==> src/rtl/alu_pipe_if.sv <==
// Handshake bundle for alu_pipe: an operand beat going in, a result beat
// coming out, each with its own valid/ready pair.
interface alu_pipe_if #(
   parameter int N = 16
);
   logic         in_valid;
   logic         in_ready;
   logic [N-1:0] a;
   logic [N-1:0] b;
   logic [2:0]   op;
   logic         out_valid;
   logic         out_ready;
   logic [N-1:0] result;
   logic         carry;
   logic         ovf;
   logic         zero;

   modport master (
      output in_valid, a, b, op, out_ready,
      input  in_ready, out_valid, result, carry, ovf, zero
   );

   modport slave (
      input  in_valid, a, b, op, out_ready,
      output in_ready, out_valid, result, carry, ovf, zero
   );
endinterface

==> src/rtl/alu_pipe.sv <==
// Two-stage valid/ready ALU: S1 latches operands, S2 latches the result and
// flags. Add/sub can wrap around or saturate, depending on SAT.
module alu_pipe #(
   parameter int N   = 16,
   parameter bit SAT = 1'b0
) (
   input logic       clk,
   input logic       rst,
   alu_pipe_if.slave bus
);
   localparam int SW = $clog2(N);

   typedef enum logic [2:0] {
      OP_ADD = 3'd0,
      OP_SUB = 3'd1,
      OP_AND = 3'd2,
      OP_OR  = 3'd3,
      OP_XOR = 3'd4,
      OP_SHL = 3'd5,
      OP_SHR = 3'd6,
      OP_SRA = 3'd7
   } op_e;

   if (N < 4 || (N & (N - 1)) != 0) begin : g_bad_n
      $error("alu_pipe: N must be a power of two and at least 4");
   end

   logic         s1_valid;
   logic [N-1:0] s1_a;
   logic [N-1:0] s1_b;
   op_e          s1_op;

   logic         s2_valid;
   logic [N-1:0] s2_result;
   logic         s2_carry;
   logic         s2_ovf;
   logic         s2_zero;

   logic         s2_advance;
   logic         in_ready;

   // S2 can take a new beat when it is empty or its beat leaves this cycle.
   // A full S1 therefore never blocks a simultaneous in/out handshake.
   assign s2_advance = !s2_valid || bus.out_ready;
   assign in_ready   = !rst && (!s1_valid || s2_advance);

   assign bus.in_ready  = in_ready;
   assign bus.out_valid = s2_valid;
   assign bus.result    = s2_result;
   assign bus.carry     = s2_carry;
   assign bus.ovf       = s2_ovf;
   assign bus.zero      = s2_zero;

   // NOTE: state uses non-blocking assignments so every register samples
   // pre-edge values, whatever order the always_ff blocks happen to run in.
   always_ff @(posedge clk) begin
      if (rst) begin
         s1_valid <= 1'b0;
      end else if (in_ready) begin
         s1_valid <= bus.in_valid;
      end
   end

   // NOTE: operand registers are deliberately left without a reset; only the
   // valid bits decide whether their contents mean anything.
   always_ff @(posedge clk) begin
      if (in_ready && bus.in_valid) begin
         s1_a  <= bus.a;
         s1_b  <= bus.b;
         s1_op <= op_e'(bus.op);
      end
   end

   logic [N:0]    sum_ext;
   logic [N-1:0]  alu_res;
   logic          alu_carry;
   logic          alu_ovf;
   logic [SW-1:0] shamt;

   // NOTE: every output of this block gets a default first, so no path
   // through the case can leave a value held and infer a latch.
   always_comb begin
      sum_ext   = '0;
      alu_res   = '0;
      alu_carry = 1'b0;
      alu_ovf   = 1'b0;
      shamt     = s1_b[SW-1:0];

      unique case (s1_op)
         OP_ADD: begin
            sum_ext   = {1'b0, s1_a} + {1'b0, s1_b};
            alu_res   = sum_ext[N-1:0];
            alu_carry = sum_ext[N];
            alu_ovf   = (s1_a[N-1] == s1_b[N-1]) && (alu_res[N-1] != s1_a[N-1]);
         end
         OP_SUB: begin
            // Bit N of the extended difference is the unsigned borrow.
            sum_ext   = {1'b0, s1_a} - {1'b0, s1_b};
            alu_res   = sum_ext[N-1:0];
            alu_carry = sum_ext[N];
            alu_ovf   = (s1_a[N-1] != s1_b[N-1]) && (alu_res[N-1] != s1_a[N-1]);
         end
         OP_AND: alu_res = s1_a & s1_b;
         OP_OR:  alu_res = s1_a | s1_b;
         OP_XOR: alu_res = s1_a ^ s1_b;
         OP_SHL: alu_res = s1_a << shamt;
         OP_SHR: alu_res = s1_a >> shamt;
         OP_SRA: alu_res = $unsigned($signed(s1_a) >>> shamt);
      endcase

      // An overflow can only push the result away from the sign of a, so
      // that sign alone picks which rail to clamp to.
      if (SAT && alu_ovf) begin
         alu_res = s1_a[N-1] ? {1'b1, {(N-1){1'b0}}} : {1'b0, {(N-1){1'b1}}};
      end
   end

   always_ff @(posedge clk) begin
      if (rst) begin
         s2_valid  <= 1'b0;
         s2_result <= '0;
         s2_carry  <= 1'b0;
         s2_ovf    <= 1'b0;
         s2_zero   <= 1'b0;
      end else if (s2_advance) begin
         s2_valid <= s1_valid;
         if (s1_valid) begin
            s2_result <= alu_res;
            s2_carry  <= alu_carry;
            s2_ovf    <= alu_ovf;
            s2_zero   <= (alu_res == '0);
         end
      end
   end
endmodule

==> src/flat_wrapper.sv <==
// flat-port wrapper written by rule: the top's interface ports become plain ports
module alu_pipe_flat 
#(
   parameter int N   = 16,
   parameter bit SAT = 1'b0
)
  (clk, rst, bus_in_valid, bus_a, bus_b, bus_op, bus_out_ready, bus_in_ready, bus_out_valid, bus_result, bus_carry, bus_ovf, bus_zero);
  alu_pipe_if #(.N(N)) bus_i ();
  input logic clk;
  input logic rst;
  input wire logic [$bits(bus_i.in_valid)-1:0] bus_in_valid;
  input wire logic [$bits(bus_i.a)-1:0] bus_a;
  input wire logic [$bits(bus_i.b)-1:0] bus_b;
  input wire logic [$bits(bus_i.op)-1:0] bus_op;
  input wire logic [$bits(bus_i.out_ready)-1:0] bus_out_ready;
  output wire logic [$bits(bus_i.in_ready)-1:0] bus_in_ready;
  output wire logic [$bits(bus_i.out_valid)-1:0] bus_out_valid;
  output wire logic [$bits(bus_i.result)-1:0] bus_result;
  output wire logic [$bits(bus_i.carry)-1:0] bus_carry;
  output wire logic [$bits(bus_i.ovf)-1:0] bus_ovf;
  output wire logic [$bits(bus_i.zero)-1:0] bus_zero;
  assign bus_i.in_valid = bus_in_valid;
  assign bus_i.a = bus_a;
  assign bus_i.b = bus_b;
  assign bus_i.op = bus_op;
  assign bus_i.out_ready = bus_out_ready;
  assign bus_in_ready = bus_i.in_ready;
  assign bus_out_valid = bus_i.out_valid;
  assign bus_result = bus_i.result;
  assign bus_carry = bus_i.carry;
  assign bus_ovf = bus_i.ovf;
  assign bus_zero = bus_i.zero;
  alu_pipe #(.N(N), .SAT(SAT)) u_core (.clk(clk), .rst(rst), .bus(bus_i));
endmodule
==> config.mk <==
export PLATFORM = sky130hd
export DESIGN_NAME = alu_pipe_flat
export DESIGN_NICKNAME = d
export VERILOG_FILES = /design/src/rtl/alu_pipe_if.sv /design/src/rtl/alu_pipe.sv /design/src/flat_wrapper.sv
export SDC_FILE = /design/constraint.sdc
export NUM_CORES = 1
export LEC_CHECK = 0
export ABC_CLOCK_PERIOD_IN_PS = 3100
export BUFFER_PORTS_ARGS = -buffer_cell sky130_fd_sc_hd__buf_2
export CORE_AREA = 2 2 128 130
export DETAILED_ROUTE_END_ITERATION = 10
export DIE_AREA = 0 0 130 132
export HOLD_SLACK_MARGIN = 0.03
export PLACE_DENSITY = 0.62
export SKIP_CTS_REPAIR_TIMING = 1
export SYNTH_ARGS = -nofsm -noshare
export SYNTH_HDL_FRONTEND = slang
export SYNTH_SLANG_ARGS = --single-unit
==> constraint.sdc <==
create_clock -name clk -period 3.1 [get_ports clk]
set_clock_uncertainty 0.05 [all_clocks]
set_input_delay 0.31 -clock clk [delete_from_list [all_inputs] [get_ports clk]]
set_output_delay 0.31 -clock clk [all_outputs]
set_load 0.005 [all_outputs]
After elaboration in Yosys (flattened, before gate mapping)

Index checks and enable logic that the tools add are counted.

Register bits after elaboration: 56
Input port bits: 39
Output and inout port bits: 21
Word-level logic and storage cells: 43

Add/sub/neg operators: 2
Eq/ne operators: 11
Shift operators: 3
Multiplexer cells: 3
Bitwise logic cells: 3
Reduce and logical (&&, ||, !) cells: 12

Operators with widths:

| kind                                                                   | number |
|---|---|
| 16-bit one-hot mux with 8 select lines                                 | 1 |
| 16-bit by 16-bit adder with 17-bit output                              | 1 |
| 16-bit by 16-bit subtractor with 17-bit output                         | 1 |
| 16-bit AND                                                             | 1 |
| 16-bit zero test                                                       | 1 |
| 16-bit OR                                                              | 1 |
| 16-bit by 4-bit << shifter with 16-bit output                          | 1 |
| 16-bit by 4-bit >> shifter with 16-bit output                          | 1 |
| 16-bit by 4-bit >>> shifter with 16-bit output                         | 1 |
| 16-bit XOR                                                             | 1 |
| 3-bit equality test (second input constant)                            | 4 |
| 3-bit by 2-bit equality test with 1-bit output (second input constant) | 2 |
| 1-bit logical AND                                                      | 4 |
| 1-bit one-hot mux with 2 select lines                                  | 2 |
| 3-bit by 1-bit equality test with 1-bit output (second input constant) | 1 |
| 1-bit zero test                                                        | 3 |
| 3-bit zero test                                                        | 1 |
| 1-bit != test                                                          | 3 |
| 1-bit logical OR                                                       | 2 |
| 2-bit AND reduction                                                    | 1 |
| 1-bit equality test                                                    | 1 |

Depth between registers and ports, before layout

Gate-level depths: netlist of the first run.

Depth after elaboration: 5
Depth in mapped cells: 14
Depth with buffers taken out: 12

Worst setup path after synthesis of the first run

Ideal clock, no wire load.

Kind: register to register
Start: reg u_core.s1_b[1]
End: reg u_core.s2_zero (netlist: u_core.bus.zero)
Library setup time: 59 ps
Arrival time: 3,173 ps
Data required time: 2,991 ps
Slack: -182 ps
Stages on the path, launching flop included: 15
Buffers on the path: 3
Clock period less this slack: 3,282 ps
Cells stage by stage: edfxtp_1 buf_6 buf_4 buf_4 inv_1 ha_1 a21o_1 nand4_1 a21oi_1 o21ai_0 a2111o_1 a211oi_1 o21ai_0 and4bb_1 a31o_1

Cells in the longest elaborated chain, start to end: 3
Elaborated cells between the ends (all ways): 10
Those cells by class: add/sub: 2; shift: 3; mux: 1; bitwise: 3; reduce/logical: 1

Ends and longest elaborated chain:

| element                                                                      | RTL line        | source |
|---|---|---|
| start, declared                                                              | alu_pipe.sv:30  | `logic [N-1:0] s1_b;` |
| start signal, assigned                                                       | alu_pipe.sv:69  | `s1_b <= bus.b;` |
| 16-bit by 16-bit subtractor with 17-bit output, or another cell as far along | alu_pipe.sv:98  | `sum_ext = {1'b0, s1_a} - {1'b0, s1_b};` |
| 16-bit one-hot mux with 8 select lines (*)                                   | alu_pipe.sv:89  | `unique case (s1_op)` |
| 16-bit zero test (*)                                                         | alu_pipe.sv:131 | `s2_zero <= (alu_res == '0);` |
| end signal, assigned                                                         | alu_pipe.sv:131 |  |
| end, declared                                                                | alu_pipe.sv:37  | `logic s2_zero;` |

Every way passes the cells marked *; elsewhere a longest branch is shown, timed or not.
A chain may end at the register's enable or synchronous reset.

Worst setup path after layout of the first run

Same ends and word-level chain as after synthesis.

==> out/results.txt, run 1 <==
Main combinational cell family by area after synthesis: compound AO/OA/AOI/OAI gates
Least-Margin Pin Slew: 615 ps
Antenna violations before repair: 0
Final WL: 22000 microns
Syn Nets: 785
Met3 routed WL: 1450 microns
Clock slew at reported path FFs: 70 ps
Fillers: 1549
# port buffers: 59
Setup Crit Path Kind: register to register
WL/cell: 21.4 microns
Leading area contributor after synthesis: edfxtp_1
# diodes: 0
M1 wire length: 9650 microns
Pwr/cell area: 299 nW/um^2
Fraction of registers with async set/reset: 0
GRT Total Usage: 0.261
Share of layout cells above drive strength 1: 0.294
Finish-stage setup viols: 0
Max Buffers Root-to-Sink: 2
CTS Buf Count: 5
Post-synthesis cell type count: 77
Post-Synth Simple-Gate Area: 0.173
Worst setup EP type: register
Ys Warns: 0
Final hold vios: 0
Placed cell area: 7180 sq um
CP Data Arrival Time: 3260 ps
Total number of vias: 6127
Mapped Cells: 695
Root buf cell: clkbuf_16
Primary FF master, synth: edfxtp_1
CP required: 3310 ps
Global-route wire length before repair: 34700 microns
DR iter-0 viols: 549
Via density: 5.95
Detailed placement HPWL: 17900 microns
Mux cell area share after synthesis: 0.143
Final nets: 902
Pin count of the biggest net entering global routing: 29
ANT nets after route: 0
Die area: 17200 sq um
Synth Area in XOR/XNOR: 0.0130
I/O pin total: 60
Crit path time final: 3050 ps
Final Max Slew Viols: 0
Post-Syn Area: 6050 sq um
Final GP Congestion: 0.971
DRC: 0
Vias in the first global route: 6037
Clock Sinks: 56
Final instance area: 7430 sq um
Synthesis-to-finish area growth: 22.8%
Skew-Pair Late Insertion Delay: 310 ps
CTS H-tree lvls: 2
Rel. slew slack: 0.583
Synth top area cells: edfxtp_1 (17%), ha_1 (10%), mux4_2 (8.9%)
CP Launch Type: register
Die span in x: 130 microns
Starting Density: 0.385
Metal2 WL: 10500 microns
Top sig layer: met4
First drt pass iteration count: 5
Adder-Cell Fraction of Synth Area: 0.108
Congestion Overflow GR: 0
Sequential-to-total area share from yosys stat: 0.243
Post-route clock period utilization: 0.985
Synth Area in Compound Gates: 0.243
# rows: 46
Hold Crit Class: input pin to register
Die H: 132 microns
Fin Setup TNS: 0 ps
Hold Slack: 120 ps
VDD IR-drop max: 0.000183 V
Post-synthesis register bit count: 56
Synth top area share: 0.174
CTS tree: built
Post-synth EDFFs: 35
Pleak: 3.12 nW
Max_cap viols: 0
Avg Cell Area, Syn: 8.71 sq um
Max Clk Rate: 0.328 GHz
Area of the core: 15700 sq um
Status: complete, no violations
CP max FO: 4
Unrepaired setup endpoints after global routing: true
-- layout by cell type, fill, tap and decap left out, types with 24 or more instances in the layout --
| cell type | netlist | final |
|---|---|---|
| nor3_1 | 26 | 26 |
| edfxtp_1 | 35 | 35 |
| buf_4 | 5 | 103 |
| nand2_1 | 48 | 48 |
| mux4_2 | 24 | 24 |
| ha_1 | 49 | 47 |
| a21oi_1 | 49 | 43 |
| inv_1 | 47 | 47 |
| buf_2 | 13 | 59 |
| nor2_1 | 53 | 53 |
-- flip-flops by register name, summed over array words and instances, names as in the netlist --
signal and flops:
u_core.bus.carry 1, u_core.bus.out_valid 1, u_core.bus.ovf 1, u_core.bus.result 16, u_core.bus.zero 1, u_core.s1_a 16, u_core.s1_b 16, u_core.s1_op 3
u_core.s1_valid 1
-- metal layers --
layer  vias to the layer above  global-route usage
li1                       2858                   -
met1                      2938               0.361
met2                       294               0.429
met3                        37              0.0414
met4                         0              0.0597
met5                         -                   0
-- cell type report --
cell class,instances,area [sq um],area share
well taps,216,270,0.0364
flip-flops and latches,56,1470,0.198
repair buffers,166,1120,0.151
multi-input cells,535,4250,0.572
clock inverters,3,13.8,0.00185
clock buffers,5,125,0.0168
inverters,48,180,0.0242
-- power breakdown --
part / internal (W) / leakage, nW / switching (W)
logic: 0.000346 / 2.55 / 0.000447
registers: 0.000832 / 0.501 / 0.0000285
clock network: 0.000294 / 0.0672 / 0.000275
-- path summary, 6_finish.rpt --
path                                                        start                                end  slack [ps]  cells past startpoint
worst max-delay path                     u_core.s1_b[1]$_DFFE_PP_       u_core.bus.zero$_SDFFE_PP0P_          50                     12
worst min-delay path                                     bus_a[0]           u_core.s1_a[0]$_DFFE_PP_         120                      1
worst max register to register           u_core.s1_b[1]$_DFFE_PP_       u_core.bus.zero$_SDFFE_PP0P_          50                     12
worst min register to register  u_core.bus.result[9]$_SDFFE_PP0P_  u_core.bus.result[9]$_SDFFE_PP0P_         400                      2
-- cells in the mapped netlist (all sizes together) (4+ instances only) --
master   instances
a211oi          23
a21o             7
a21oi           50
a221oi           7
a22oi            5
a31oi            7
and2             6
and3             5
buf             25
clkbuf          31
dfxtp           21
edfxtp          35
ha              49
inv             47
mux2            12
mux2i           19
mux4            24
nand2           48
nand2b          11
nand3           13
nand4            7
nor2            54
nor2b           10
nor3            26
nor4            10
o2111ai          8
o211ai          11
o21ai           30
o22ai            7
o311ai           6
o31a             4
o31ai            7
or2              5
or3              4
xnor2            9
-- worst max-delay path: stages, from the launching register on --
cell and delay, ps:
edfxtp_1 460, buf_4 190, fa_1 480, o21ba_2 240
nand2b_1 200, buf_4 170, nand3_1 70, o21ai_0 100
xnor2_1 160, a211o_1 330, nor3_1 200, and4bb_1 210
a31o_1 130
-- logic make-up after synthesis --
family          Yosys count
compound gates          210
xor+xnor                  9
fa+ha+maj                51
buf+inv                 104
flops                    56
mux                      55
simple gates            210
-- per-stage QoR --
step	setup WS (ps)	total power [W]	instances	utilization
6_report	46.8	0.00222	1029	0.473
5_1_grt	-79.3	0.00234	1029	0.473
4_1_cts	-65.1	0.00221	1029	0.466
3_5_place_dp	-38.0	0.00164	1021	0.457
3_3_place_gp	-104	0.00163	1021	0.457
2_1_floorplan	9.71	0.00134	695	-
Power figures use the tool's default switching activity.
==> run 2: changes to the inputs <==
--- a/config.mk
+++ b/config.mk
@@ -5,14 +5,17 @@
 export SDC_FILE = /design/constraint.sdc
 export NUM_CORES = 1
 export LEC_CHECK = 0
+export ABC_AREA = 1
 export ABC_CLOCK_PERIOD_IN_PS = 3100
 export BUFFER_PORTS_ARGS = -buffer_cell sky130_fd_sc_hd__buf_2
-export CORE_AREA = 2 2 128 130
+export CORE_AREA = 2 2 126 128
 export DETAILED_ROUTE_END_ITERATION = 10
-export DIE_AREA = 0 0 130 132
+export DIE_AREA = 0 0 128 130
 export HOLD_SLACK_MARGIN = 0.03
 export PLACE_DENSITY = 0.62
+export REMOVE_ABC_BUFFERS = 1
 export SKIP_CTS_REPAIR_TIMING = 1
+export SKIP_LAST_GASP = 1
 export SYNTH_ARGS = -nofsm -noshare
 export SYNTH_HDL_FRONTEND = slang
 export SYNTH_SLANG_ARGS = --single-unit
==> out/results.txt, run 2 <==
Pwr/cell area: 322 nW/um^2 (+7.7%)
Max Clk Rate: 0.345 GHz (+5.3%)
Synth top area share: 0.180 (+0.00630)
Finish-stage setup viols: 0 (unchanged)
Least-Margin Pin Slew: 656 ps (+41.0 ps)
Clock slew at reported path FFs: 80 ps (about the same)
Vias in the first global route: 6059 (+0.36%)
Pleak: 3.44 nW (+10%)
DRC: 0 (unchanged)
Detailed placement HPWL: 16700 microns (-6.9%)
Synth top area cells: nand2_1 (18%), edfxtp_1 (18%), nand3_1 (15%)
Sw Share: 0.360 (+0.0225)
Pin count of the biggest net entering global routing: 30 (+3.4%)
Setup slack, reg-to-reg: 200 ps (+150 ps)
Starting Density: 0.381 (-0.00384)
WL/cell: 17.5 microns (-18%)
# diodes: 0 (unchanged)
Rel. slew slack: 0.561 (-0.0219)
Combinational cell fraction of total power: 0.309 (-0.048)
Final hold vios: 0 (unchanged)
First drt pass iteration count: 6 (+1)
Ys Warns: 0 (unchanged)
CTS tree: built
Status: complete, no violations
Die H: 130 microns (-1.5%)
Clock Sinks: 56 (unchanged)
Fin cells: 1199 (+17%)
Post-synthesis cell type count: 36 (-53%)
Hold Crit Class: input pin to register
Post-Syn Area: 5880 sq um (-2.8%)
Primary FF master, synth: edfxtp_1
Final Max Slew Viols: 0 (unchanged)
Area of the core: 15400 sq um (-1.8%)
Dpl cells: 1191 (+17%)
Global-route wire length before repair: 32100 microns (-7.5%)
Total number of vias: 6597 (+7.7%)
Post-synthesis register bit count: 56 (unchanged)
Fraction of registers with async set/reset: 0 (unchanged)
Register area: 1470 sq um (unchanged)
Synth top cells by count: nand2_1 (282), nand3_1 (172), inv_1 (111)
# port buffers: 59 (unchanged)
Fillers: 1690 (+9.1%)
CP Data Arrival Time: 3090 ps (-170 ps)
ANT nets after route: 0 (unchanged)
I/O pin total: 60 (unchanged)
Internal power: 0.00135 W (-8.5%)
Post-route clock period utilization: 0.935 (-0.0499)
Congestion Overflow GR: 0 (unchanged)
Skew-Pair Late Insertion Delay: 310 ps (about the same)
Leading area contributor after synthesis: nand2_1
CP max FO: 5 (+1)
Synthesis-to-finish area growth: 11.1%
Max Buffers Root-to-Sink: 2 (unchanged)
Hold Slack: 121 ps (+0.579 ps)
Share of layout cells above drive strength 1: 0.100 (-0.194)
VDD IR-drop max: 0.000201 V (+9.5%)
Max_cap viols: 0 (unchanged)
Antenna violations before repair: 0 (unchanged)
CTS H-tree lvls: 2 (unchanged)
Leading cell type in the layout, fill and taps excluded: nand2_1
Post-synth EDFFs: 35 (unchanged)
# rows: 46 (unchanged)
Worst setup EP type: register
Die area: 16600 sq um (-3.0%)
GRT Total Usage: 0.253 (-0.00818)
Die span in x: 128 microns (-1.5%)
Root buf cell: clkbuf_16
Final nets: 1096 (+22%)
Placement Setup Slack: 274 ps (+312 ps)
Fin Setup TNS: 0 ps (unchanged)
Final GP Congestion: 1.06 (+9.2%)
Multi-input combinational cell area: 3780 sq um (-11%)
Setup Crit Path Kind: register to register
Switching power: 0.000759 W (+1.1%)
Crit path time final: 2900 ps (-155 ps)
Most frequent cells in the layout: nand2_1 (282), nand3_1 (172), inv_1 (111), nor2_1 (96), buf_2 (59)
Via density: 5.50 (-7.6%)
CP Launch Type: register
Most instantiated library cell after synthesis: nand2_1
Clock Power Share: 0.279 (+0.023)
Unrepaired setup endpoints after global routing: false
Sequential-to-total area share from yosys stat: 0.250 (+0.00703)
DR iter-0 viols: 808 (+47%)
Mapped Cells: 961 (+38%)
Avg Cell Area, Syn: 6.12 sq um (-30%)
Fin worst setup slack: 201 ps (+155 ps)
CTS Buf Count: 5 (unchanged)
Seq pwr share: 0.411 (+0.024)
CP required: 3290 ps (-20 ps)
Final WL: 20900 microns (-5.0%)
-- run 2: cell count changes in the layout (fill, tap and decap cells not counted), moves of 21 or more --
| cell | change |
|---|---|
| nand2_1 | +234 |
| nand3_1 | +159 |
| buf_4 | -85 |
| inv_1 | +64 |
| nor2_1 | +43 |
| mux4_2 | -24 |
| a211oi_1 | -21 |
-- run 2: cell families after synthesis --
kind of cell / Yosys count / share of synthesized area
XOR/XNOR: 5 / 0.00745
buffers and inverters: 159 / 0.108
flip-flops: 56 / 0.250
AND/OR/NAND/NOR: 575 / 0.415
AO/OA/AOI/OAI: 115 / 0.108
adder cells (fa/ha/maj): 51 / 0.111
-- run 2: routing by layer --
layer | vias up | part of all wire | global-route usage
li1 | 3218 | - | -
met1 | 2998 | 0.43 | 0.330
met2 | 311 | 0.44 | 0.398
met3 | 70 | 0.074 | 0.0398
met4 | 0 | 0.061 | 0.150
met5 | - | 0 | 0
-- run 2: cell type report --
| type | count | area share |
|---|---|---|
| tap | 192 | 0.0367 |
| sequential | 56 | 0.225 |
| inverter | 119 | 0.0683 |
| timing repair buffer | 78 | 0.0689 |
| clock buffer | 5 | 0.0191 |
| multi-input combinational | 746 | 0.578 |
| clock inverter | 3 | 0.00344 |
-- run 2: power by group through the flow --
stage / registers [W] / clock network, W / logic (W)
after floorplan: 0.000887 / 0 / 0.000399
after global placement: 0.000882 / 0 / 0.000634
after detailed placement: 0.000883 / 0 / 0.000632
after CTS: 0.000866 / 0.000606 / 0.000635
after global routing: 0.000872 / 0.000634 / 0.000719
final: 0.000867 / 0.000589 / 0.000651
-- run 2: path summary, 6_finish.rpt --
kind                                                          from                                  to  cells after the start
worst max-delay path                      u_core.s1_b[0]$_DFFE_PP_        u_core.bus.zero$_SDFFE_PP0P_                     17
worst min-delay path                                      bus_b[0]            u_core.s1_b[0]$_DFFE_PP_                      1
worst max register to register            u_core.s1_b[0]$_DFFE_PP_        u_core.bus.zero$_SDFFE_PP0P_                     17
worst min register to register  u_core.bus.result[12]$_SDFFE_PP0P_  u_core.bus.result[12]$_SDFFE_PP0P_                      2
-- run 2: critical path: stages (launching register included) --
cell and delay [ps]:
edfxtp_1 540, ha_1 290, fa_1 420, inv_1 70, nand3_1 120, nand2_1 140
nand2_1 90, nand2_1 160, nand2_1 80, nand3_1 70, nand2_1 80, inv_1 70
nand3_1 160, nor2_1 130, nand2_1 60, nor2_1 100, nand3_1 80, a21oi_1 130
-- run 2: through the flow --
stage	power, W	util	area, sq um
3_5_place_dp	0.00152	0.414	6390
2_1_floorplan	0.00129	-	5690
4_1_cts	0.00211	0.424	6540
5_1_grt	0.00222	0.424	6540
3_3_place_gp	0.00152	0.414	6390
6_report	0.00211	0.424	6540
